`src/rtl/cool_heat_pkg.sv`:
```
// Shared definitions for the temperature-driven fan controller: state encoding,
// default hysteresis thresholds and the cooling speed tier table.
package cool_heat_pkg;

   typedef enum logic [1:0] {
      ST_IDLE    = 2'd0,
      ST_COOLING = 2'd1,
      ST_HEATING = 2'd2
   } state_t;

   localparam int unsigned DEF_COOL_ON  = 35;
   localparam int unsigned DEF_COOL_OFF = 25;
   localparam int unsigned DEF_HEAT_ON  = 15;
   localparam int unsigned DEF_HEAT_OFF = 30;
   localparam int unsigned DEF_STEP     = 16;
   localparam int unsigned DEF_RAMP_DIV = 256;

   // Lower bounds (inclusive) of the 2nd, 3rd and 4th cooling tiers.
   localparam logic [7:0] TIER_LO  = 8'd35;
   localparam logic [7:0] TIER_MID = 8'd40;
   localparam logic [7:0] TIER_HI  = 8'd45;

   localparam logic [7:0] SPD_T0   = 8'd64;
   localparam logic [7:0] SPD_T1   = 8'd128;
   localparam logic [7:0] SPD_T2   = 8'd192;
   localparam logic [7:0] SPD_T3   = 8'd255;
   localparam logic [7:0] SPD_HEAT = 8'd128;

   function automatic logic [7:0] target_speed(input state_t st, input logic [7:0] t);
      logic [7:0] spd;
      spd = '0;
      case (st)
         ST_COOLING: begin
            if (t < TIER_LO)       spd = SPD_T0;
            else if (t < TIER_MID) spd = SPD_T1;
            else if (t < TIER_HI)  spd = SPD_T2;
            else                   spd = SPD_T3;
         end
         ST_HEATING: spd = SPD_HEAT;
         default:    spd = '0;
      endcase
      return spd;
   endfunction

endpackage

```
`src/rtl/speed_slew.sv`:
```
// Slew limiter for the fan duty: a free-running tick counter and a ramp that
// moves speed toward the target by at most STEP per tick.
module speed_slew
   import cool_heat_pkg::*;
#(
   parameter int unsigned STEP     = DEF_STEP,
   parameter int unsigned RAMP_DIV = DEF_RAMP_DIV
) (
   input  logic       clk,
   input  logic       arst,
   input  logic [7:0] target_i,
   output logic [7:0] speed_o
);

   localparam int unsigned     CW       = $clog2(RAMP_DIV);
   localparam logic [CW-1:0]   CNT_LAST = CW'(RAMP_DIV - 1);
   localparam logic [8:0]      STEP9    = 9'(STEP);

   logic [CW-1:0] cnt_q, cnt_d;
   logic          tick;
   logic [7:0]    speed_q, speed_d;
   logic [8:0]    tgt9, spd9, diff9;

   always_comb begin
      tick    = (cnt_q == CNT_LAST);
      cnt_d   = tick ? '0 : cnt_q + CW'(1);
      tgt9    = {1'b0, target_i};
      spd9    = {1'b0, speed_q};
      diff9   = (tgt9 >= spd9) ? (tgt9 - spd9) : (spd9 - tgt9);
      speed_d = speed_q;
      // Snapping to target when within STEP keeps the 9-bit sums inside 0..255.
      if (tick) begin
         if (diff9 <= STEP9)   speed_d = target_i;
         else if (tgt9 > spd9) speed_d = 8'(spd9 + STEP9);
         else                  speed_d = 8'(spd9 - STEP9);
      end
   end

   always_ff @(posedge clk or negedge arst) begin
      if (!arst) begin
         cnt_q   <= '0;
         speed_q <= '0;
      end else begin
         cnt_q   <= cnt_d;
         speed_q <= speed_d;
      end
   end

   assign speed_o = speed_q;

endmodule

```
`src/rtl/temp_fan_controller.sv`:
```
// Hysteretic IDLE/COOLING/HEATING controller: latches sampled temperature,
// maps state and temperature to a fan target and slews the fan duty toward it.
module temp_fan_controller
   import cool_heat_pkg::*;
#(
   parameter int unsigned COOL_ON  = DEF_COOL_ON,
   parameter int unsigned COOL_OFF = DEF_COOL_OFF,
   parameter int unsigned HEAT_ON  = DEF_HEAT_ON,
   parameter int unsigned HEAT_OFF = DEF_HEAT_OFF,
   parameter int unsigned STEP     = DEF_STEP,
   parameter int unsigned RAMP_DIV = DEF_RAMP_DIV
) (
   input  logic       clk,
   input  logic       arst,
   input  logic       temp_valid,
   input  logic [7:0] temp,
   output logic       cooler_on,
   output logic       heater_on,
   output logic [7:0] speed,
   output logic [1:0] mode
);

   localparam logic [7:0] COOL_ON_T  = 8'(COOL_ON);
   localparam logic [7:0] COOL_OFF_T = 8'(COOL_OFF);
   localparam logic [7:0] HEAT_ON_T  = 8'(HEAT_ON);
   localparam logic [7:0] HEAT_OFF_T = 8'(HEAT_OFF);

   state_t     state_q, state_d;
   logic [7:0] temp_q;
   logic       cooler_q, heater_q;
   logic [7:0] target;

   // No COOLING<->HEATING arcs: every mode change goes through IDLE.
   always_comb begin
      state_d = state_q;
      if (temp_valid) begin
         case (state_q)
            ST_IDLE: begin
               if (temp > COOL_ON_T)      state_d = ST_COOLING;
               else if (temp < HEAT_ON_T) state_d = ST_HEATING;
            end
            ST_COOLING: if (temp < COOL_OFF_T) state_d = ST_IDLE;
            ST_HEATING: if (temp > HEAT_OFF_T) state_d = ST_IDLE;
            default:    state_d = ST_IDLE;
         endcase
      end
   end

   always_ff @(posedge clk or negedge arst) begin
      if (!arst) begin
         state_q  <= ST_IDLE;
         temp_q   <= '0;
         cooler_q <= 1'b0;
         heater_q <= 1'b0;
      end else begin
         state_q  <= state_d;
         cooler_q <= (state_d == ST_COOLING);
         heater_q <= (state_d == ST_HEATING);
         if (temp_valid) temp_q <= temp;
      end
   end

   assign target = target_speed(state_q, temp_q);

   speed_slew #(
      .STEP     (STEP),
      .RAMP_DIV (RAMP_DIV)
   ) u_slew (
      .clk      (clk),
      .arst     (arst),
      .target_i (target),
      .speed_o  (speed)
   );

   assign cooler_on = cooler_q;
   assign heater_on = heater_q;
   assign mode      = state_q;

   cooler_heater_exclusive: assert property (@(posedge clk) disable iff (!arst)
      !(cooler_q && heater_q));

endmodule

```
`config.mk`:
```
export PLATFORM = sky130hd
export DESIGN_NAME = temp_fan_controller
export DESIGN_NICKNAME = d
export VERILOG_FILES = /design/src/rtl/cool_heat_pkg.sv /design/src/rtl/speed_slew.sv /design/src/rtl/temp_fan_controller.sv
export SDC_FILE = /design/constraint.sdc
export NUM_CORES = 1
export LEC_CHECK = 0
export ABC_AREA = 1
export BUFFER_PORTS_ARGS = -buffer_cell sky130_fd_sc_hd__buf_2
export CELL_PAD_IN_SITES_DETAIL_PLACEMENT = 2
export CELL_PAD_IN_SITES_GLOBAL_PLACEMENT = 2
export CORE_MARGIN = 2
export CORE_UTILIZATION = 33
export CTS_CLUSTER_DIAMETER = 150
export DETAILED_ROUTE_END_ITERATION = 8
export GPL_TIMING_DRIVEN = 0
export PLACE_DENSITY = 0.86
export REMOVE_ABC_BUFFERS = 1
export SLEW_MARGIN = 5
export SYNTH_ARGS = -nofsm -noshare
export SYNTH_HDL_FRONTEND = slang
export SYNTH_SLANG_ARGS = --single-unit
```
`constraint.sdc`:
```
create_clock -name clk -period 4.2 [get_ports clk]
set_input_delay 0.42 -clock clk [delete_from_list [all_inputs] [get_ports clk]]
set_output_delay 0.42 -clock clk [all_outputs]
set_load 0.02 [all_outputs]
```
### Word-level counts from Yosys, hierarchy flattened

Index checks and enable logic that the tools add are counted.

* register bits: 28
* bits in latches: 0
* bits in writable memories: 0
* memory bits (read-only): 0
* input bits: 11
* output and inout bits: 12
* word-level logic and storage cells: 41
* memories kept: 0

* add/subtract/negate cells: 5
* multipliers: 0
* divide/modulo/power cells: 0
* order comparisons: 10
* equal/unequal tests: 5
* shift operators: 0
* mux-type cells: 14
* bitwise operators: 0
* reduce and logical (&&, ||, !) cells: 1

Operators with widths (number)
* $mux W8: 4
* $lt A8 B6 Y1 const B: 3
* $sub A8 B8 Y9: 2
* $pmux W8 S2: 1
* $mux W2: 5
* $le A9 B5 Y1 const B: 1
* $mux W9: 1
* $add A8 B1 Y8 const B: 1
* $add A8 B5 Y8 const B: 1
* $eq A8 B8 Y1 const B: 1
* $ge A8 B8 Y1: 1
* $gt A8 B5 Y1 const B: 1
* $gt A8 B6 Y1 const B: 1
* $gt A8 B8 Y1: 1
* $lt A8 B4 Y1 const B: 1
* $lt A8 B5 Y1 const B: 1
* $sub A8 B5 Y8 const B: 1
* $mux W7: 1
* $mux W6: 1
* $pmux W2 S3: 1
* $eq A2 B1 Y1 const B: 2
* $eq A2 B2 Y1 const B: 2
* $logic_not A2 Y1: 1

### Logic depth before layout (Yosys ltp)

* depth in word-level cells: 9
* depth in mapped cells: 24
* gate-level depth less buffers: 24

### Modules after synthesis

Synthesis repeated with hierarchy kept, for this count alone.

* cell total of the unflattened synthesis: 395
* area, all modules: 2652.5 sq um

By module, submodules not included
* speed_slew: times used 1, cells an instance 287, area each 1894.3 sq um, seq. area each 400.4 sq um
* temp_fan_controller: times used 1, cells an instance 108, area each 758.2 sq um, seq. area each 300.3 sq um

### Least setup slack after synthesis

OpenSTA, ideal clock, no wires.

* kind: flip-flop to flip-flop
* from: register state_q[0] (netlist: mode[0])
* to: register u_slew.speed_q[7] (netlist: u_slew.speed_o[7])
* setup time: 0.117 ns
* arrival time: 3.193 ns
* data required time: 4.083 ns
* path slack: 0.889 ns
* cell stages (with the launch flop): 24
* buffers on the path: 0
* clock period less this slack: 3.311 ns
* cells stage by stage: dfrtp_1 > inv_1 > ha_1 > nand2_1 > inv_1 > nand3_1 > inv_1 > ha_1 > nand2_2 > inv_2 > nand2_2 > nand2_2 > nand2_2 > nand2_2 > nand2_1 > ha_1 > a21oi_1 > nand3_1 > nand2_1 > nand3_1 > nand2_1 > nand3_1 > nand3_1 > nand2_1

* longest elaborated chain between the ends: 6
* elaborated cells on any way between the ends: 11
* those cells by class: add/sub (2); order compare (3); eq/ne (2); mux (4)

RTL lines
* start, declared: RTL line temp_fan_controller.sv:28 `state_t state_q, state_d;`
* start signal, assigned: RTL line temp_fan_controller.sv:56 `state_q <= state_d;`
* $eq A2 B2 Y1 or $eq A2 B1 Y1 (tied branches): RTL line cool_heat_pkg.sv:32 `case (st)`
* $pmux W8 S2 *: RTL line cool_heat_pkg.sv:32
* $sub A8 B8 Y9 or $ge A8 B8 Y1 (tied branches): RTL line speed_slew.sv:29 `diff9 = (tgt9 >= spd9) ? (tgt9 - spd9) : (spd9 - tgt9);`
* $mux W9: RTL line speed_slew.sv:29
* $le A9 B5 Y1: RTL line speed_slew.sv:33 `if (diff9 <= STEP9) speed_d = target_i;`
* $mux W8 *: RTL line speed_slew.sv:33
* end signal, assigned: RTL line speed_slew.sv:45 `speed_q <= speed_d;`
* end, declared: RTL line speed_slew.sv:21 `logic [7:0] speed_q, speed_d;`

Every way passes the cells marked *; elsewhere a longest branch is shown, timed or not.
A chain may end at the register's enable or synchronous reset.

### Final worst setup path

Ends and elaborated chain as after synthesis.

==> impl_metrics.env <==
export IMPL_outcome="finished clean"
export IMPL_cap_violations=0
export IMPL_ir_worst_vdd_mv=0.163
export IMPL_synth_distinct_cells=29
export IMPL_ys_seq_area_frac=0.301
export IMPL_cts_buffers=3
export IMPL_layout_common_cells="nand2_1 (88), inv_1 (46), nand3_1 (27), nor2_1 (27), dfrtp_1 (25)"
export IMPL_dp_hpwl_um=4800
export IMPL_antenna_found_initial=0
export IMPL_synth_xor_area_share=0.0211
export IMPL_synth_top_family_by_area="simple AND/OR/NAND/NOR gates"
export IMPL_worstPathRequired_ps=4380
export IMPL_ff2ff_setup_slack_ps=430
export IMPL_clkLatencyLatePin_ps=280
export IMPL_synth_area_per_cell_um2=7.00
export IMPL_syn_area_um2=2080
export IMPL_worstSetupEndpointType="flop"
export IMPL_crit_end="u_slew.speed_o[7]$_DFFE_PN0N_"
export IMPL_grt_overflow=0
export IMPL_yosysTopAreaCell="dfrtp_1"
export IMPL_crit_slowest_cell="ha_1"
export IMPL_layout_commonest_cell="nand2_1"
export IMPL_firstDrtPassIters=4
export IMPL_dp_cells=387
export IMPL_synth_fa_ha_area_frac=0.134
export IMPL_yosys_area_share_simple=0.359
export IMPL_cp_start_kind="flop"
export IMPL_cts_sink_count=25
export IMPL_drt_wl_total_um=5850
export IMPL_synth_compound_area_frac=0.0662
export IMPL_worstReg2RegEnd="u_slew.speed_o[7]$_DFFE_PN0N_"
export IMPL_drc=0
export IMPL_core_area_um2=5990
export IMPL_r2r_start="mode[0]$_DFF_PN0_"
export IMPL_crit_fanout=8
export IMPL_max_stage_delay_ps=490
export IMPL_hold_viol=0
export IMPL_die_h_um=83.4
export IMPL_period_share=0.897
export IMPL_die_w_um=83.4
export IMPL_nets=349
export IMPL_diodes=0
export IMPL_grt_pass1_vias=2107
export IMPL_drt_iter0_drc=43
export IMPL_gr_usage_all_layers=0.178
export IMPL_fin_crit_ps=3770
export IMPL_skew_ps=12.8
export IMPL_worstMarginPinSlew_ps=584
export IMPL_synthTopCellsByArea="dfrtp_1 (30%), nand2_1 (16%), ha_1 (11%)"
export IMPL_setup_viol=0
export IMPL_cts_path_max_buffers=2
export IMPL_setup_tns_ps=0
export IMPL_slew_viol_final=0
export IMPL_gp_congestion=0.798
export IMPL_clkTransAtPathRegs_ps=100
export IMPL_fmax_mhz=265
export IMPL_synthCells=297
export IMPL_grt_max_degree=26
export IMPL_crit_top_cell="nand2_1"
export IMPL_power_density_nw_per_um2=376
export IMPL_hp_class="primary input to async pin"
export IMPL_vias_per_cell=4.91
export IMPL_cts_tree="yes"
export IMPL_io_pins=23
export IMPL_drive_above_1_share=0.142
export IMPL_syn_to_final_growth_pct=9.33
export IMPL_row_count=28
export IMPL_relSlewSlack=0.611
export IMPL_wl_per_cell_um=15.0
export IMPL_ys_ff_latch=25
export IMPL_cts_root_buf="clkbuf_8"
export IMPL_cts_resized=0
export IMPL_post_cts_setup_buffer_count=0
export IMPL_reg2reg_depth=21
export IMPL_dieArea_um2=6950
export IMPL_hold_buffers=0
export IMPL_path_cells="inv_1, ha_1, nand2_1, inv_1, nand3_1, inv_1, ha_1, nand2_1, nor2_2, nand2_2, nand2_2, nand2_1, ha_1, a21oi_1, nand2_1, nand2_1, nand3_1, nand2_1, nand3_1, nand3_1, nand2_1"
export IMPL_crit_path_start="mode[0]$_DFF_PN0_"
export IMPL_p_leak_nw=1.29
export IMPL_synth_top_cell_area_share=0.301
export IMPL_htree_levels=1
export IMPL_synth_warnings=0
export IMPL_worstSetupPathType="flop to flop"
export IMPL_start_util=0.347
export IMPL_grt_setup_unrepaired="no"
export IMPL_port_buffers=22
export IMPL_vias=1920
export IMPL_crit_arrival_ps=3950
export IMPL_postRouteAntennaNets=0
export IMPL_layout_cells_non_filler=391
export IMPL_grt_pass1_wl_um=10200
export IMPL_fin_worst_hold_slack_ps=128
export IMPL_synth_mux_area_frac=0.00482
cell type report:
cell class                      instances  area [µm²]
Clock inverter                          1        5.00
Fill cell                             747        3720
Multi-Input combinational cell        217        1220
Clock buffer                            3        41.3
Inverter                               48         180
Tap cell                               75        93.8
Timing Repair Buffer                   22         110
Sequential cell                        25         626
metal layers:
metal	track usage	routed length, µm	up-vias
met1	0.220	2560	944
met3	0.0119	72	5
met4	0.0402	53	0
met2	0.337	3160	13
met5	0	0	-
li1	-	-	958
state kept, by name, summed over array words and instances, names as in the netlist:
register	cells
temp_q	8
u_slew.cnt_q	8
u_slew.speed_o	5
mode	2
cooler_on	1
heater_on	1
worst max-delay path: cells and delay by family (launching register included):
kind / cells / cell delay, ps
AOI/OAI and AO/OA: 1 / 200
adders and majority gates: 3 / 1170
buffers and inverters: 3 / 370
and+or+nand+nor: 14 / 1500
DFF: 1 / 430
Yosys cell counts (all sizes together):
library cell and n:
mux2i 1, clkbuf 1, xnor2 1, or2 1, o21ai 13, o21a 2, a21oi 10, nand3b 1
dfrtp 25, buf 6, inv 48, fa 2, nand2 96, nor3 1, ha 19, and2 1
nand4 6, nor2 29, xor2 4, nand3 30
worst min path at each step:
stage,start,end,slack [ps],depth (start not counted)
3_5_place_dp,arst,heater_on$_DFF_PN0_,460,1
4_1_cts,arst,u_slew.cnt_q[1]$_DFF_PN0_,160,1
2_1_floorplan,arst,cooler_on$_DFF_PN0_,120,0
3_3_place_gp,arst,mode[1]$_DFF_PN0_,440,1
6_report,arst,u_slew.cnt_q[1]$_DFF_PN0_,130,1
5_1_grt,arst,heater_on$_DFF_PN0_,180,1
power by group:
group          internal, mW  switching, mW  total, mW
sequential            0.253        0.00833      0.261
combinational         0.144          0.300      0.444
clock                0.0666         0.0838      0.150
cell families after synthesis:
| kind of cell | count (synthesis) |
|---|---|
| AO/OA/AOI/OAI | 25 |
| XOR/XNOR | 5 |
| adder cells (fa/ha/maj) | 21 |
| buffers and inverters | 55 |
| flip-flops | 25 |
| multiplexers | 1 |
| AND/OR/NAND/NOR | 165 |
through the flow:
| step | util | instance area [µm²] | worst slack, ps | total power [mW] |
|---|---|---|---|---|
| global route | 0.379 | 2270 | 48.3 | 0.931 |
| global placement | 0.372 | 2230 | 550 | 0.692 |
| detailed placement | 0.372 | 2230 | 394 | 0.717 |
| CTS | 0.379 | 2270 | 376 | 0.868 |
| floorplan | - | 2020 | 889 | 0.596 |
| finish | 0.379 | 2270 | 433 | 0.855 |
Power figures use the tool's default switching activity.
